## src/rtl/spi_config_receiver.sv

```systemverilog
// SPI-slave configuration receiver. It oversamples the SPI pins in the clk domain and double-buffers
// each length-checked frame, commits it to cfg on a sample tick and self-clears the command bits one tick later.
module spi_config_receiver #(
    parameter int                    FRAME_BITS      = 256,
    parameter bit                    LSB_FIRST       = 1'b1,
    parameter logic [FRAME_BITS-1:0] SELF_CLEAR_MASK = '0,
    parameter int                    SYNC_STAGES     = 2
) (
    input  logic                  clk,
    input  logic                  rst,
    input  logic                  spi_clk,
    input  logic                  spi_csn,
    input  logic                  spi_mosi,
    output logic                  spi_miso,
    input  logic                  sample_tick,
    output logic [FRAME_BITS-1:0] cfg,
    output logic                  cfg_valid,
    output logic                  frame_err,
    output logic                  overrun,
    output logic [7:0]            err_cnt
);

    localparam int CNT_W = $clog2(FRAME_BITS + 2);
    localparam logic [CNT_W-1:0] CNT_FULL = CNT_W'(FRAME_BITS);
    localparam logic [CNT_W-1:0] CNT_SAT  = CNT_W'(FRAME_BITS + 1);

    typedef enum logic {S_IDLE, S_CLEAR} state_t;

    logic [SYNC_STAGES-1:0] sclk_sync_q, csn_sync_q, mosi_sync_q;
    logic                   sclk_prev_q, csn_prev_q;
    logic                   sclk_s, csn_s, mosi_s;
    logic                   sclk_rise, sclk_fall, csn_fall, csn_rise;

    state_t                 state_q, state_d;
    logic                   commit, clear_go;

    logic [FRAME_BITS-1:0]  sr_q, sr_d, shadow_q, shadow_d, cfg_q, cfg_d;
    logic [CNT_W-1:0]       bit_cnt_q, bit_cnt_d;
    logic [7:0]             miso_sr_q, miso_sr_d, err_cnt_q, err_cnt_d, status;
    logic [3:0]             frame_cnt_q, frame_cnt_d;
    logic                   miso_q, miso_d, pending_q, pending_d;
    logic                   cfg_valid_q, cfg_valid_d, frame_err_q, frame_err_d, overrun_q, overrun_d;
    logic                   frame_ok, frame_bad;

    // Idle levels of the synchronisers match an idle bus so reset release creates no edge.
    always_ff @(posedge clk or posedge rst) begin
        if (rst) begin
            sclk_sync_q <= '0;
            csn_sync_q  <= '1;
            mosi_sync_q <= '0;
            sclk_prev_q <= 1'b0;
            csn_prev_q  <= 1'b1;
        end else begin
            sclk_sync_q <= {sclk_sync_q[SYNC_STAGES-2:0], spi_clk};
            csn_sync_q  <= {csn_sync_q[SYNC_STAGES-2:0], spi_csn};
            mosi_sync_q <= {mosi_sync_q[SYNC_STAGES-2:0], spi_mosi};
            sclk_prev_q <= sclk_s;
            csn_prev_q  <= csn_s;
        end
    end

    assign sclk_s    = sclk_sync_q[SYNC_STAGES-1];
    assign csn_s     = csn_sync_q[SYNC_STAGES-1];
    assign mosi_s    = mosi_sync_q[SYNC_STAGES-1];
    assign sclk_rise = sclk_s & ~sclk_prev_q & ~csn_s;
    assign sclk_fall = ~sclk_s & sclk_prev_q & ~csn_s;
    assign csn_fall  = ~csn_s & csn_prev_q;
    assign csn_rise  = csn_s & ~csn_prev_q;

    always_ff @(posedge clk or posedge rst) begin
        if (rst) state_q <= S_IDLE;
        else     state_q <= state_d;
    end

    always_comb begin
        state_d = state_q;
        case (state_q)
            S_IDLE:  if (sample_tick && pending_q) state_d = S_CLEAR;
            S_CLEAR: if (sample_tick)              state_d = S_IDLE;
            default: state_d = S_IDLE;
        endcase
    end

    always_comb begin
        commit   = (state_q == S_IDLE) && sample_tick && pending_q;
        clear_go = (state_q == S_CLEAR) && sample_tick;
    end

    assign status    = {frame_cnt_q, err_cnt_q[3:0]};
    assign frame_ok  = csn_rise && (bit_cnt_q == CNT_FULL);
    assign frame_bad = csn_rise && (bit_cnt_q != CNT_FULL);

    always_comb begin
        sr_d      = sr_q;
        bit_cnt_d = bit_cnt_q;
        miso_d    = miso_q;
        miso_sr_d = miso_sr_q;
        if (csn_fall) begin
            bit_cnt_d = '0;
        end else if (sclk_rise) begin
            if (LSB_FIRST) sr_d = {mosi_s, sr_q[FRAME_BITS-1:1]};
            else           sr_d = {sr_q[FRAME_BITS-2:0], mosi_s};
            if (bit_cnt_q != CNT_SAT) bit_cnt_d = bit_cnt_q + 1'b1;
        end
        // Status MSB is presented at csn fall so the master's first rising edge samples it.
        if (csn_fall) begin
            miso_d    = status[7];
            miso_sr_d = {status[6:0], 1'b0};
        end else if (sclk_fall) begin
            miso_d    = miso_sr_q[7];
            miso_sr_d = {miso_sr_q[6:0], 1'b0};
        end
    end

    always_comb begin
        shadow_d    = frame_ok ? sr_q : shadow_q;
        frame_cnt_d = frame_ok ? frame_cnt_q + 4'd1 : frame_cnt_q;
        // A frame landing in the commit cycle becomes the new pending frame; the old one is not lost.
        pending_d   = frame_ok ? 1'b1 : (commit ? 1'b0 : pending_q);
        overrun_d   = frame_ok && pending_q && !commit;
        frame_err_d = frame_bad;
        err_cnt_d   = (frame_bad && err_cnt_q != 8'hFF) ? err_cnt_q + 8'd1 : err_cnt_q;
        cfg_valid_d = commit;
        if (commit)        cfg_d = shadow_q;
        else if (clear_go) cfg_d = cfg_q & ~SELF_CLEAR_MASK;
        else               cfg_d = cfg_q;
    end

    always_ff @(posedge clk or posedge rst) begin
        if (rst) begin
            sr_q        <= '0;
            shadow_q    <= '0;
            cfg_q       <= '0;
            bit_cnt_q   <= '0;
            miso_sr_q   <= '0;
            miso_q      <= 1'b0;
            frame_cnt_q <= '0;
            err_cnt_q   <= '0;
            pending_q   <= 1'b0;
            cfg_valid_q <= 1'b0;
            frame_err_q <= 1'b0;
            overrun_q   <= 1'b0;
        end else begin
            sr_q        <= sr_d;
            shadow_q    <= shadow_d;
            cfg_q       <= cfg_d;
            bit_cnt_q   <= bit_cnt_d;
            miso_sr_q   <= miso_sr_d;
            miso_q      <= miso_d;
            frame_cnt_q <= frame_cnt_d;
            err_cnt_q   <= err_cnt_d;
            pending_q   <= pending_d;
            cfg_valid_q <= cfg_valid_d;
            frame_err_q <= frame_err_d;
            overrun_q   <= overrun_d;
        end
    end

    assign spi_miso  = miso_q;
    assign cfg       = cfg_q;
    assign cfg_valid = cfg_valid_q;
    assign frame_err = frame_err_q;
    assign overrun   = overrun_q;
    assign err_cnt   = err_cnt_q;

endmodule
```

## config.mk

```make
export PLATFORM = sky130hd
export DESIGN_NAME = spi_config_receiver
export DESIGN_NICKNAME = d
export VERILOG_FILES = /design/src/rtl/spi_config_receiver.sv
export SDC_FILE = /design/constraint.sdc
export NUM_CORES = 2
export LEC_CHECK = 0
export CAP_MARGIN = 20
export CORE_MARGIN = 2
export CORE_UTILIZATION = 62
export CTS_CLUSTER_SIZE = 25
export DETAILED_ROUTE_END_ITERATION = 6
export MAX_ROUTING_LAYER = met4
export PLACE_DENSITY = 0.95
export SKIP_LAST_GASP = 1
export SLEW_MARGIN = 15
export SYNTH_ARGS = -nofsm -noshare
export SYNTH_HDL_FRONTEND = slang
export SYNTH_SLANG_ARGS = --single-unit
```

## constraint.sdc

```tcl
create_clock -name clk -period 57.1 [get_ports clk]
set_clock_uncertainty 0.05 [all_clocks]
set_input_delay 11.42 -clock clk [delete_from_list [all_inputs] [get_ports clk]]
set_output_delay 11.42 -clock clk [all_outputs]
set_load 0.02 [all_outputs]
```

-- Yosys cells after proc, flatten, opt, wreduce, memory -nomap -nowiden
Cells that the tools add are included.
- register bits after elaboration: 811
- output and inout port bits: 268
- input port bits: 6
- bitwise logic cells: 12
- add/subtract/negate cells: 3
- reductions and logical operators: 15
- muxes and demuxes: 12
- equal/unequal tests: 4
- operators by type and width (operator ; count):
    2-to-1 mux 9 bit ; 3
    inequality test 9 bit, second input constant ; 2
    2-to-1 mux 8 bit ; 2
    adder 9 x 1 -> 9 bit, second input constant ; 1
    equality test 9 bit, second input constant ; 1
    adder 8 x 1 -> 8 bit, second input constant ; 1
    logical AND 1 bit ; 8
    inequality test 8 bit, second input constant ; 1
    nonzero test 2 bit ; 4
    AND 1 bit ; 6
    2-to-1 mux 1 bit ; 6
    inverter 1 bit ; 6
    adder 4 x 1 -> 4 bit, second input constant ; 1
    AND reduction 2 bit ; 2
    one-hot mux 1 bit (2 select lines) ; 1
    logical NOT 1 bit ; 1

-- Depth between registers and ports, before layout
- depth in word-level cells: 5
- depth in mapped cells: 8
- gate-level depth less buffers: 6

-- Worst setup path after synthesis
Ideal clock, no wire load.
- kind: input to register
- start: in sample_tick
- end: reg cfg_q[100], in the netlist cfg[100]
- setup time: 0.065 ns
- required time: 56.985 ns
- arrival time: 12.457 ns
- stages on the path: 8
- path slack: 44.528 ns
- path through: nand2_1 -> or2_2 -> clkbuf_1 -> clkinv_1 -> clkbuf_1 -> buf_2 -> nand2_1 -> nand2_1
- longest elaborated chain between the ends: 2
- ends and longest elaborated chain (element ; RTL line ; source):
    from (decl) ; 15 ; input logic sample_tick,
    logical AND 1 bit (2 in a row) ; 85 ; commit = (state_q == S_IDLE) && sample_tick && pending_q;
    to (signal assigned) ; 146 ; cfg_q <= cfg_d;
    to (decl) ; 37 ; logic [FRAME_BITS-1:0] sr_q, sr_d, shadow_q, shadow_d, cfg_q, cfg_d;
Every way passes these cells.
A chain may end at the register's enable or synchronous reset.

==> results.md <==
* Crit path arrival time at 15.10 ns
* Buffers on Ports at 273
* Fmax at 0.0687 GHz
* YS warnings at 0
* Drt drc at 0
* CP max stage delay at 0.79 ns
* Met3 WL at 3990 um
* Max clock buf depth at 3
* WS Path Type: in -> async
* Initial Util at 62.7%
* Rows at 81
* Postcts setup bufs at 0
* ANT cells at 0
* Simple-gate portion of the synthesized area at 20.0%
* Sink Count at 810
* Pre-CTS WS at 41.52 ns
* Area Growth Syn to Fin at 18.4%
* Post-CTS sizing at 0
* Fin. Hold Viols at 0
* Clock slew at reported path FFs at 0.06 ns
* Hold WS at 0.303 ns
* Power Density at 32.0 mW/mm^2
* Root Buffer: clkbuf_16
* Die height at 226 um
* RSZ-0062 raised after global routing: no
* Critical Path End Type: asynchronous set/reset pin
* Worst VDD drop at 0.0000238 V
* Ranking of synthesized cells by area: dfrtp_1, nand2_1, mux2_2
* Number of global-route vias before repair at 21,400
* Hold Buf Count CTS at 0
* Worst slew pin tran at 1.24 ns
* Asr flop ratio synth at 100%
* Layout cell share with drive strength beyond 1 at 11.2%
* Initial antenna violation count at 0
* Largest family of logic cells by synthesized area: simple AND/OR/NAND/NOR gates
* IO Count at 274
* Worst-Skew Late Latency at 0.61 ns
* Class of the worst hold path: reg -> reg
* Total number of vias at 21,000
* Pleak at 19.6 nW
* Multiplexer share of the synthesized area at 9.77%
* Synth top area share at 66.1%
* Tmin final at 14.56 ns
* Sequential area share after synthesis at 66.4%
* Global Route Usage Sum at 28.5%
* Final setup violation count at 0
* Final WL at 69,200 um
* Ys flop type: dfrtp_1
* Highest routed layer: met4
* Synth Net Count at 2,871
* Placer Congestion at 0.779
* Fin cells at 3,809
* Post-synthesis adder-cell area fraction at 0.205%
* Number of enable flip-flop cells after synthesis at 0
* WL per Instance at 18.2 um
* Remaining global-route overflow at 0
* Syn Std Cell Area at 0.0305 mm^2
* Setup TNS at 0 ns
* Synth Area in Compound Gates at 0.369%
* Placed insts at 3,670
* Status: complete, no violations
* Setup WS post-layout at 42.54 ns
* Worst Path Required at 57.64 ns
* Core area at 0.0487 mm^2
* Top-count cell post-synth: nand2_1
* Area leader, netlist: dfrtp_1
* Die area at 0.0511 mm^2
* Die width at 226 um
* WL met2 at 35,500 um
* Slew margin rel. at 17.1%
* Cells after synthesis at 2,860
* DRT Pass-1 Iters at 5
* Hpwl dp at 38,000 um
* Max-cap check violation count at 0
* TritonCTS Buffers at 78
* Final Max Slew Viols at 0
* CP max-delay cell: buf_4
* Global-route wire length before repair at 112,000 um
* TritonCTS clock tree: built
* DR iter-0 viols at 1,853
* Netlist cell types at 36
* Number of H-tree levels at 3
* CP dominant cell by count: buf_12
* #FFs+latches synth at 810
* Startpoint types: input pin
* Largest net degree at the start of global routing at 238
* Final net count at 3,097
* CP cell instances: clkdlybuf4s50_1 > inv_8 > buf_4 > buf_12 > buf_12
* Post-Synth XOR/XNOR Area at 0.401%
* Vias per Instance at 5.52
* Final period util at 25.5%
* CP max FO at 189
* Synth top cells by count: nand2_1, dfrtp_1, mux2_2, mux2_1, buf_2
* Syn avg cell area at 10.7 um^2
* Routed Antenna Nets at 0
* Metal1 wirelength at 27,200 um
-- worst paths after layout --
kind | slack, ns | from | endpoint | depth (start not counted)
max | 42.54 | rst | sr_q[20] | 5
min | 0.30 | sclk_sync_q[0] | sclk_sync_q[1] | 0
max reg2reg | 53.36 | pending_q | cfg[7] | 7
min reg2reg | 0.30 | sclk_sync_q[0] | sclk_sync_q[1] | 0
max in group clk | 42.54 | sample_tick | cfg[7] | 8
min in group asynchronous | 11.35 | rst | cfg[148] | 2
-- metrics by stage --
stage | power (W) | area, um^2 | util, %
2_1_floorplan | 0.000616 | 30500 | -
3_3_place_gp | 0.000625 | 33500 | 68.6
4_1_cts | 0.00116 | 36200 | 74.2
3_5_place_dp | 0.000626 | 33500 | 68.6
6_report | 0.00116 | 36200 | 74.2
5_1_grt | 0.00119 | 36200 | 74.2
-- sequential cells by signal, indices dropped and copies added, names as in the netlist, 2 cells and up --
| signal | cells |
|---|---|
| bit_cnt_q | 9 |
| cfg | 256 |
| csn_sync_q | 2 |
| err_cnt | 8 |
| frame_cnt_q | 4 |
| miso_sr_q | 7 |
| mosi_sync_q | 2 |
| sclk_sync_q | 2 |
| shadow_q | 256 |
| sr_q | 256 |
-- cells in the final DEF, fill, tap and decap left out, types with 5 or more instances in the layout --
| cell | synthesis | final |
|---|---|---|
| xnor2_1 | 7 | 7 |
| nand2_1 | 1554 | 1554 |
| and3_1 | 5 | 5 |
| o21ai_0 | 9 | 9 |
| mux2_2 | 200 | 200 |
| nor2_1 | 10 | 10 |
| mux2_1 | 58 | 58 |
| clkinv_2 | 0 | 8 |
| bufinv_16 | 0 | 10 |
| clkbuf_8 | 0 | 13 |
| ha_1 | 5 | 5 |
| clkbuf_1 | 43 | 19 |
| clkbuf_16 | 0 | 81 |
| clkdlybuf4s50_1 | 0 | 273 |
| dfrtp_1 | 807 | 807 |
| xor2_1 | 7 | 7 |
| buf_4 | 30 | 12 |
| nand4_1 | 10 | 10 |
| mux2i_1 | 8 | 8 |
-- layer usage --
metal / track usage (%) / up-vias
met5: - / -
met4: 11.9 / 0
met3: 4.40 / 198
met2: 47.1 / 807
met1: 35.4 / 10600
li1: - / 9402
-- kinds of logic after synthesis --
| group | count (synthesis) |
|---|---|
| AND/OR/NAND/NOR | 1596 |
| flip-flops | 810 |
| multiplexers | 266 |
| buffers and inverters | 150 |
| AO/OA/AOI/OAI | 19 |
| XOR/XNOR | 14 |
| adder cells (fa/ha/maj) | 5 |
-- worst max-delay path, delay by kind of cell --
family                 cells  cell delay (ns)
buffers and inverters      5             3.33
-- final cells by class --
class	count	area, um^2
Sequential cell	810	20300
Fill cell	2827	12600
Multi-Input combinational cell	1900	9400
Timing Repair Buffer	291	2930
Clock buffer	113	2280
Tap cell	664	831
Clock inverter	26	417
Inverter	5	33.8
-- report_power, final --
| part | switching [W] | internal [W] |
|---|---|---|
| Combinational | 0.0000208 | 0.0000103 |
| Clock | 0.000217 | 0.000323 |
| Sequential | 0.00000653 | 0.000579 |
Note: power is estimated with default switching activity, not from simulation.
